## src/rtl/io_device_responder.sv

```systemverilog
// io_device_responder: serves processor input/output requests on 4 switch/button/display channels.
// Latency: press accepted 2+DEBOUNCE_CYCLES after a clean edge, out_done after OUT_HOLD_CYCLES; backpressure: level four-phase handshakes, one request at a time.
module io_device_responder #(
  parameter int CHANNELS        = 4,
  parameter int DATA_W          = 32,
  parameter int DEBOUNCE_CYCLES = 16,
  parameter int OUT_HOLD_CYCLES = 4
) (
  input  logic                       clk,
  input  logic                       rst_n,
  input  logic                       in_req,
  input  logic [1:0]                 in_chan,
  output logic [DATA_W-1:0]          in_data,
  output logic                       in_ready,
  input  logic                       new_out,
  input  logic [1:0]                 out_chan,
  input  logic [DATA_W-1:0]          out_word,
  output logic                       out_done,
  input  logic [CHANNELS*DATA_W-1:0] sw,
  input  logic [CHANNELS-1:0]        enter_btn,
  output logic [CHANNELS*DATA_W-1:0] disp,
  output logic [CHANNELS-1:0]        disp_valid,
  output logic                       busy,
  output logic [2:0]                 state
);

  localparam int CNT_W  = $clog2(DEBOUNCE_CYCLES + 1);
  localparam int HOLD_W = $clog2(OUT_HOLD_CYCLES + 1);

  typedef enum logic [2:0] {
    IDLE         = 3'd0,
    WAIT_PRESS   = 3'd1,
    WAIT_RELEASE = 3'd2,
    IN_ACK       = 3'd3,
    OUT_HOLD     = 3'd4,
    OUT_ACK      = 3'd5
  } state_t;

  state_t                          cur_state, nxt_state;
  logic [CHANNELS-1:0]             sync1, sync2, db, db_nxt;
  logic [CHANNELS-1:0][CNT_W-1:0]  db_cnt, db_cnt_nxt;
  logic [1:0]                      chan;
  logic [HOLD_W-1:0]               hold_cnt;
  logic [DATA_W-1:0]               sw_sel;
  logic                            press_edge, db_sel;

  // A level change is accepted on the DEBOUNCE_CYCLES-th consecutive differing sample.
  always_comb begin
    for (int k = 0; k < CHANNELS; k++) begin
      db_nxt[k]     = db[k];
      db_cnt_nxt[k] = '0;
      if (sync2[k] != db[k]) begin
        if (db_cnt[k] == CNT_W'(DEBOUNCE_CYCLES - 1)) begin
          db_nxt[k] = sync2[k];
        end else begin
          db_cnt_nxt[k] = db_cnt[k] + 1'b1;
        end
      end
    end
  end

  always_ff @(posedge clk or negedge rst_n) begin
    if (!rst_n) begin
      sync1  <= '0;
      sync2  <= '0;
      db     <= '0;
      db_cnt <= '0;
    end else begin
      sync1  <= enter_btn;
      sync2  <= sync1;
      db     <= db_nxt;
      db_cnt <= db_cnt_nxt;
    end
  end

  // Edge taken from the level being accepted this cycle, so capture lands with the debounce update.
  assign press_edge = db_nxt[chan] & ~db[chan];
  assign db_sel     = db_nxt[chan];
  assign sw_sel     = sw[chan*DATA_W +: DATA_W];

  always_comb begin
    nxt_state = cur_state;
    case (cur_state)
      IDLE: begin
        if (new_out)     nxt_state = OUT_HOLD;
        else if (in_req) nxt_state = WAIT_PRESS;
      end
      WAIT_PRESS: begin
        if (!in_req)         nxt_state = IDLE;
        else if (press_edge) nxt_state = WAIT_RELEASE;
      end
      WAIT_RELEASE: if (!db_sel) nxt_state = IN_ACK;
      IN_ACK:       if (!in_req) nxt_state = IDLE;
      OUT_HOLD:     if (hold_cnt == HOLD_W'(OUT_HOLD_CYCLES - 1)) nxt_state = OUT_ACK;
      OUT_ACK:      if (!new_out) nxt_state = IDLE;
      default:      nxt_state = IDLE;
    endcase
  end

  always_ff @(posedge clk or negedge rst_n) begin
    if (!rst_n) begin
      cur_state  <= IDLE;
      chan       <= '0;
      hold_cnt   <= '0;
      in_data    <= '0;
      in_ready   <= 1'b0;
      out_done   <= 1'b0;
      disp       <= '0;
      disp_valid <= '0;
    end else begin
      cur_state <= nxt_state;
      in_ready  <= (nxt_state == IN_ACK);
      out_done  <= (nxt_state == OUT_ACK);
      if (cur_state == IDLE) begin
        hold_cnt <= '0;
        if (new_out) begin
          // Display is written on entry so it is visible in the first hold cycle.
          chan                               <= out_chan;
          disp[out_chan*DATA_W +: DATA_W]    <= out_word;
          disp_valid[out_chan]               <= 1'b1;
        end else if (in_req) begin
          chan <= in_chan;
        end
      end
      if (cur_state == OUT_HOLD) hold_cnt <= hold_cnt + 1'b1;
      if (cur_state == WAIT_PRESS && nxt_state == WAIT_RELEASE) in_data <= sw_sel;
    end
  end

  assign busy  = (cur_state != IDLE);
  assign state = cur_state;

endmodule

```

## config.mk

```make
export PLATFORM = sky130hd
export DESIGN_NAME = io_device_responder
export DESIGN_NICKNAME = d
export VERILOG_FILES = /design/src/rtl/io_device_responder.sv
export SDC_FILE = /design/constraint.sdc
export NUM_CORES = 1
export LEC_CHECK = 0
export ABC_AREA = 0
export CORE_MARGIN = 5
export CORE_UTILIZATION = 55
export DETAILED_ROUTE_END_ITERATION = 12
export DONT_BUFFER_PORTS = 1
export HOLD_SLACK_MARGIN = 0.12
export PLACE_DENSITY = 0.7
export SKIP_LAST_GASP = 1
export SYNTH_ARGS = -nofsm -noshare
export SYNTH_HDL_FRONTEND = slang
export SYNTH_SLANG_ARGS = --single-unit
```

## constraint.sdc

```tcl
create_clock -name clk -period 3.39 [get_ports clk]
set_input_delay 0.678 -clock clk [delete_from_list [all_inputs] [get_ports clk]]
set_output_delay 0.678 -clock clk [all_outputs]
set_load 0.01 [all_outputs]
```

==> Word-level counts from Yosys, hierarchy flattened <==
Cells that the tools add are included.
W data, S select, Z words.
{ "word_totals": {"ff_bits": 206, "in_bits": 172, "elab_cells": 91} }
{ "op_classes": {"n_addsub": 6, "order_cmp": 3, "eq_ne": 17, "n_shift": 3, "n_mux": 36, "bitwise_logic": 3, "reduce_logical": 8} }
{ "ops": {"columns": ["cell", "count"], "rows": [
  ["$bwmux W128", 1],
  ["$shift A32 B34 Y128 const A", 1],
  ["$shiftx A128 B8 Y32", 1],
  ["$shiftx A32 B34 Y128", 1],
  ["$mux W5", 8],
  ["$neg A7 Y34", 1],
  ["$mux W3", 10],
  ["$add A5 B1 Y5 const B", 4],
  ["$eq A5 B4 Y1 const B", 4],
  ["$pmux W3 S6", 1],
  ["$eq A3 B2 Y1 const B", 5],
  ["$mux W1", 11],
  ["$eq A3 B3 Y1 const B", 3],
  ["$lt A2 B3 Y1 const B", 2],
  ["$bmux W1 S2", 2],
  ["$mux W2", 2],
  ["$ne A1 B1 Y1", 4],
  ["$or A4 B4 Y4", 1],
  ["$reduce_and A2 Y1", 2],
  ["$reduce_bool A2 Y1", 2],
  ["$add A3 B1 Y3 const B", 1],
  ["$eq A3 B1 Y1 const B", 1],
  ["$logic_not A3 Y1", 1],
  ["$reduce_bool A3 Y1", 1],
  ["5 further kinds", 6]
]} }

==> Logic depth before layout (Yosys ltp) <==
{ "depth": {"depth_word": 11, "ltp_mapped": 7, "depth_no_buf": 6} }

==> Worst setup path before layout <==
Ideal clock, no wire load.
{ "synth_path": {"kind": "reg-to-reg", "startpoint": "register db_cnt[5] (netlist name)", "endpoint": "register in_data[10]", "t_arrival_ps": 1929, "t_required_ps": 3265, "setup_slack_ps": 1336, "stages_incl_launch_ff": 8, "n_path_buf": 1, "synth_period_minus_slack_ps": 2054, "cell_sequence": "dfrtp_1 > ha_1 > nand4b_1 > mux2i_1 > nand3_2 > o22ai_4 > buf_8 > mux2_4"} }
{ "synth_via": {"elab_chain_cells": 11} }
{ "synth_rtl": {"columns": ["item", "line", "source"], "rows": [
  ["start: declaration", "41", "logic [CHANNELS-1:0][CNT_W-1:0] db_cnt, db_cnt_nxt;"],
  ["start signal: assignment", "72", "db_cnt <= db_cnt_nxt;"],
  ["$eq A5 B4 Y1 *", "53", "if (db_cnt[k] == CNT_W'(DEBOUNCE_CYCLES - 1)) begin"],
  ["$mux W1 *", "53", null],
  ["$mux W1 *", "52", "if (sync2[k] != db[k]) begin"],
  ["$bmux W1 S2 *", "77, 78", null],
  ["$mux W1 (implied by the code) *", "77, 78", null],
  ["$and A1 B1 Y1", "77", "assign press_edge = db_nxt[chan] & ~db[chan];"],
  ["$mux W3", "90", "else if (press_edge) nxt_state = WAIT_RELEASE;"],
  ["$mux W3", "89", "if (!in_req) nxt_state = IDLE;"],
  ["$pmux W3 S6 *", "83", "case (cur_state)"],
  ["$eq A3 B2 Y1 *", "126", "if (cur_state == WAIT_PRESS && nxt_state == WAIT_RELEASE) in_data <= sw_sel;"],
  ["$logic_and A1 B1 Y1 *", "126", null],
  ["end signal: assignment", "126", null],
  ["end: declaration", "13", "output logic [DATA_W-1:0] in_data,"]
]} }
Every way passes the cells marked *; elsewhere a longest branch is shown, timed or not. The select of a mux whose other input is x is not followed.
A chain may end at the register's enable or synchronous reset.

==> Worst setup path after layout <==
{ "layout_path": {"startpoint": "register db_cnt[0] (netlist name)", "endpoint": "register in_data[0]"} }
Same word-level chain as after synthesis.

==> impl_metrics.tcl <==
set metrics [dict create \
    cp_slowest_cell "buf_4" \
    ctsRootBufferMaster "clkbuf_16" \
    cp_data_arrival_time_ns 2.90 \
    startpoint_type "flip-flop" \
    core_area_sq_um 16470 \
    worst_setup_path_end_kind "flip-flop" \
    hp-class "in2async" \
    cts-htree-levels 1 \
    synthAdderAreaFrac 0.01907 \
    ys_types 47 \
    p_per_area_nw_per_um2 696.8 \
    hpwlAfterDp_um 18730 \
    violations "negative hold slack" \
    route.detailed.wl_per_inst_um 23.16 \
    nets 1013 \
    drtAntennaViolNets 0 \
    reg2reg_depth 7 \
    fmax_ghz 0.3964 \
    clockBufferDepth 3 \
    fp.dieH_um 139.2 \
    layout-drive-gt1-share 0.1556 \
    async_reset_ff_frac 1.000 \
    finalSetupTns_ns 0 \
    viasPerCell 5.889 \
    synth_compound_area_frac 0.09233 \
    cts_sinks 206 \
    clkTransAtPathRegs_ns 0.07 \
    remaining_drc_errors 0 \
    rows 47 \
    slowest_delay_ns 0.50 \
    worstMarginPinSlew_ns 0.9937 \
    vias 6295 \
    finalCriticalPeriod_ns 2.523 \
    synth_top_family_by_area "simple AND/OR/NAND/NOR gates" \
    rrSetupSlack_ns 0.87 \
    rsz0062_at_grt "no" \
    routed_wl_um 24760 \
    start_util 0.5580 \
    max-vdd-ir-drop_mv 0.4227 \
    slew_viol_final 0 \
    cap_violations 0 \
    synthXorXnorAreaFrac 0.01144 \
    area_growth_pct 9.315 \
    fill_cells 1315 \
    r2r-start "db_cnt[0]" \
    ys.warnings.count 0 \
    drt-pass1-iter-count 5 \
    fin_worst_skew_ns 0.01064 \
    first_global_vias 6404 \
    grt_start_max_net_pins 207 \
    cp.required_ns 3.76 \
    design_area_sq_um 10040 \
    die_area_sq_um 19390 \
    cts_tree "built" \
    path_buf_inv 1 \
    dpl_cell_area_sq_um 9336 \
    cp_max_fo 33 \
    syn_inst 844 \
    whs_ns -0.1121 \
    ys_ff_latch 206 \
    gp_congestion 0.9294 \
    grtUsageTotal 0.2518 \
    first_iter_violations 434 \
    ys_seq_area_frac 0.5611 \
    finalCritPeriodShare 0.7442 \
    critPathLaunch "db_cnt[0]" \
    cts_buffers 21 \
    path_depth 7 \
    ctsResizeCount 0 \
    synth_area_per_cell_sq_um 10.89 \
    crit_chain "ha_1 -> nand4b_1 -> mux2i_1 -> o311ai_4 -> o22ai_4 -> buf_4 -> mux2_2" \
    slew_headroom 0.3352 \
    ioPinCount 342 \
    antenna_found_initial 7 \
    synth-main-ff-cell "dfrtp_1" \
    clock_latency_ns 0.49 \
    port_buffers 0 \
    finalSetupViolations 0 \
    grt_pass1_wl_um 38740 \
    path_delay_family "multiplexers" \
    critPathKind "reg2reg" \
    r2r_end "in_data[0]" \
    synth-simple-area-share 0.1508 \
    finalHoldViolCount 136 \
    syn_area_sq_um 9188 \
    synth_edf_count 0 \
    synthesis.nets 1030 \
    synth.area.mux_share 0.1378 \
    power_leakage_uw 0.004451 \
    status "complete, but fails checks" \
    grt-ovfl-total 0 \
    die_w_um 139.2 \
]
repair_timing:
item	in CTS	in global routing
buffers inserted	0	0
endpoints found under the hold margin	206	206
endpoints found under the setup margin	0	0
layout by cell type, fill, tap and decap left out, types with 3 or more instances in the layout:
| master | instances |
|---|---|
| a21o_1 | 4 |
| a21oi_1 | 3 |
| a31oi_1 | 3 |
| and2_1 | 8 |
| buf_4 | 10 |
| clkbuf_1 | 5 |
| clkbuf_16 | 21 |
| clkbuf_8 | 6 |
| clkinv_2 | 3 |
| dfrtp_1 | 204 |
| diode_2 | 7 |
| ha_1 | 14 |
| inv_1 | 4 |
| mux2_2 | 8 |
| mux2_4 | 29 |
| mux4_2 | 32 |
| nand2_1 | 269 |
| nand2_2 | 4 |
| nand3_1 | 7 |
| nand3b_1 | 3 |
| nor2_1 | 13 |
| nor2b_1 | 4 |
| nor3b_2 | 3 |
| o21ai_0 | 137 |
| or3_1 | 3 |
| xor2_1 | 12 |
worst max-delay path by stage:
stage                              to  slack, ns
final                      in_data[0]       0.87
after global routing        disp[107]       0.66
after CTS                   disp[107]       0.84
after detailed placement   in_data[0]       0.88
after global placement     in_data[0]        1.0
after floorplan           in_data[10]       1.34
state kept, by name, summed over array words and instances, names as in the netlist:
register and flops:
sync1 4, out_done 1, in_data 32, sync2 4, state 3, disp 128, db 4, in_ready 1
db_cnt 20, chan 2, hold_cnt 3, disp_valid 4
cell usage after synthesis, types with 7 or more instances:
cell type | number | area, sq um
mux4_2 | 32 | 720.7
mux2_2 | 8 | 90.09
nor2_1 | 13 | 48.80
dfrtp_1 | 206 | 5155
o21ai_0 | 137 | 685.7
mux2_4 | 29 | 435.4
and2_1 | 8 | 50.05
ha_1 | 14 | 175.2
nand3_1 | 7 | 35.03
clkbuf_1 | 41 | 153.9
xor2_1 | 12 | 105.1
nand2_1 | 273 | 1025
kinds of logic (layout without fill, tap and decap cells):
kind of cell / count (synthesis) / after routing
simple gates: 330 / 330
flops: 206 / 206
compound gates: 156 / 156
mux: 71 / 71
buf+inv: 55 / 53
fa+ha+maj: 14 / 14
xor+xnor: 12 / 12
other cells: 0 / 7
worst register-to-register path: stages (launching register included):
cell and delay (ns):
dfrtp_1 0.40, ha_1 0.25, nand4b_1 0.20, mux2i_1 0.32, o311ai_4 0.18, o22ai_4 0.12, buf_4 0.50, mux2_2 0.44
per-layer routing:
metal  share of wire  vias to the layer above  track usage
li1                -                     2837            -
met1            0.35                     3085       0.2959
met2            0.51                      319       0.4282
met3            0.12                       54       0.1015
met4           0.025                        0      0.07467
met5               0                        -            0
power by group:
| group | switching, uW | internal, uW | total (uW) |
|---|---|---|---|
| clock | 929 | 1350 | 2280 |
| combinational | 610 | 647 | 1260 |
| sequential | 583 | 2870 | 3460 |
final cells by class:
cell class / count / area, sq um / area share
sequential: 206 / 5157 / 0.5135
clock buffer: 32 / 626.9 / 0.06241
antenna: 7 / 17.52 / 0.001744
multi-input combinational: 583 / 3810 / 0.3793
clock inverter: 6 / 62.56 / 0.006229
timing repair buffer: 10 / 75.07 / 0.007475
inverter: 5 / 18.77 / 0.001869
tap: 220 / 275.3 / 0.02741
stage by stage:
step / total power, uW / instances / setup WS (ns) / util
floorplan: 4415 / 844 / 1.336 / -
global placement: 4700 / 1024 / 0.9963 / 0.5670
detailed placement: 4782 / 1024 / 0.8825 / 0.5670
CTS: 7079 / 1062 / 0.8382 / 0.6089
global route: 7362 / 1069 / 0.6595 / 0.6100
finish: 6998 / 1069 / 0.8673 / 0.6100
No activity file was read; power rests on OpenSTA's default activity.
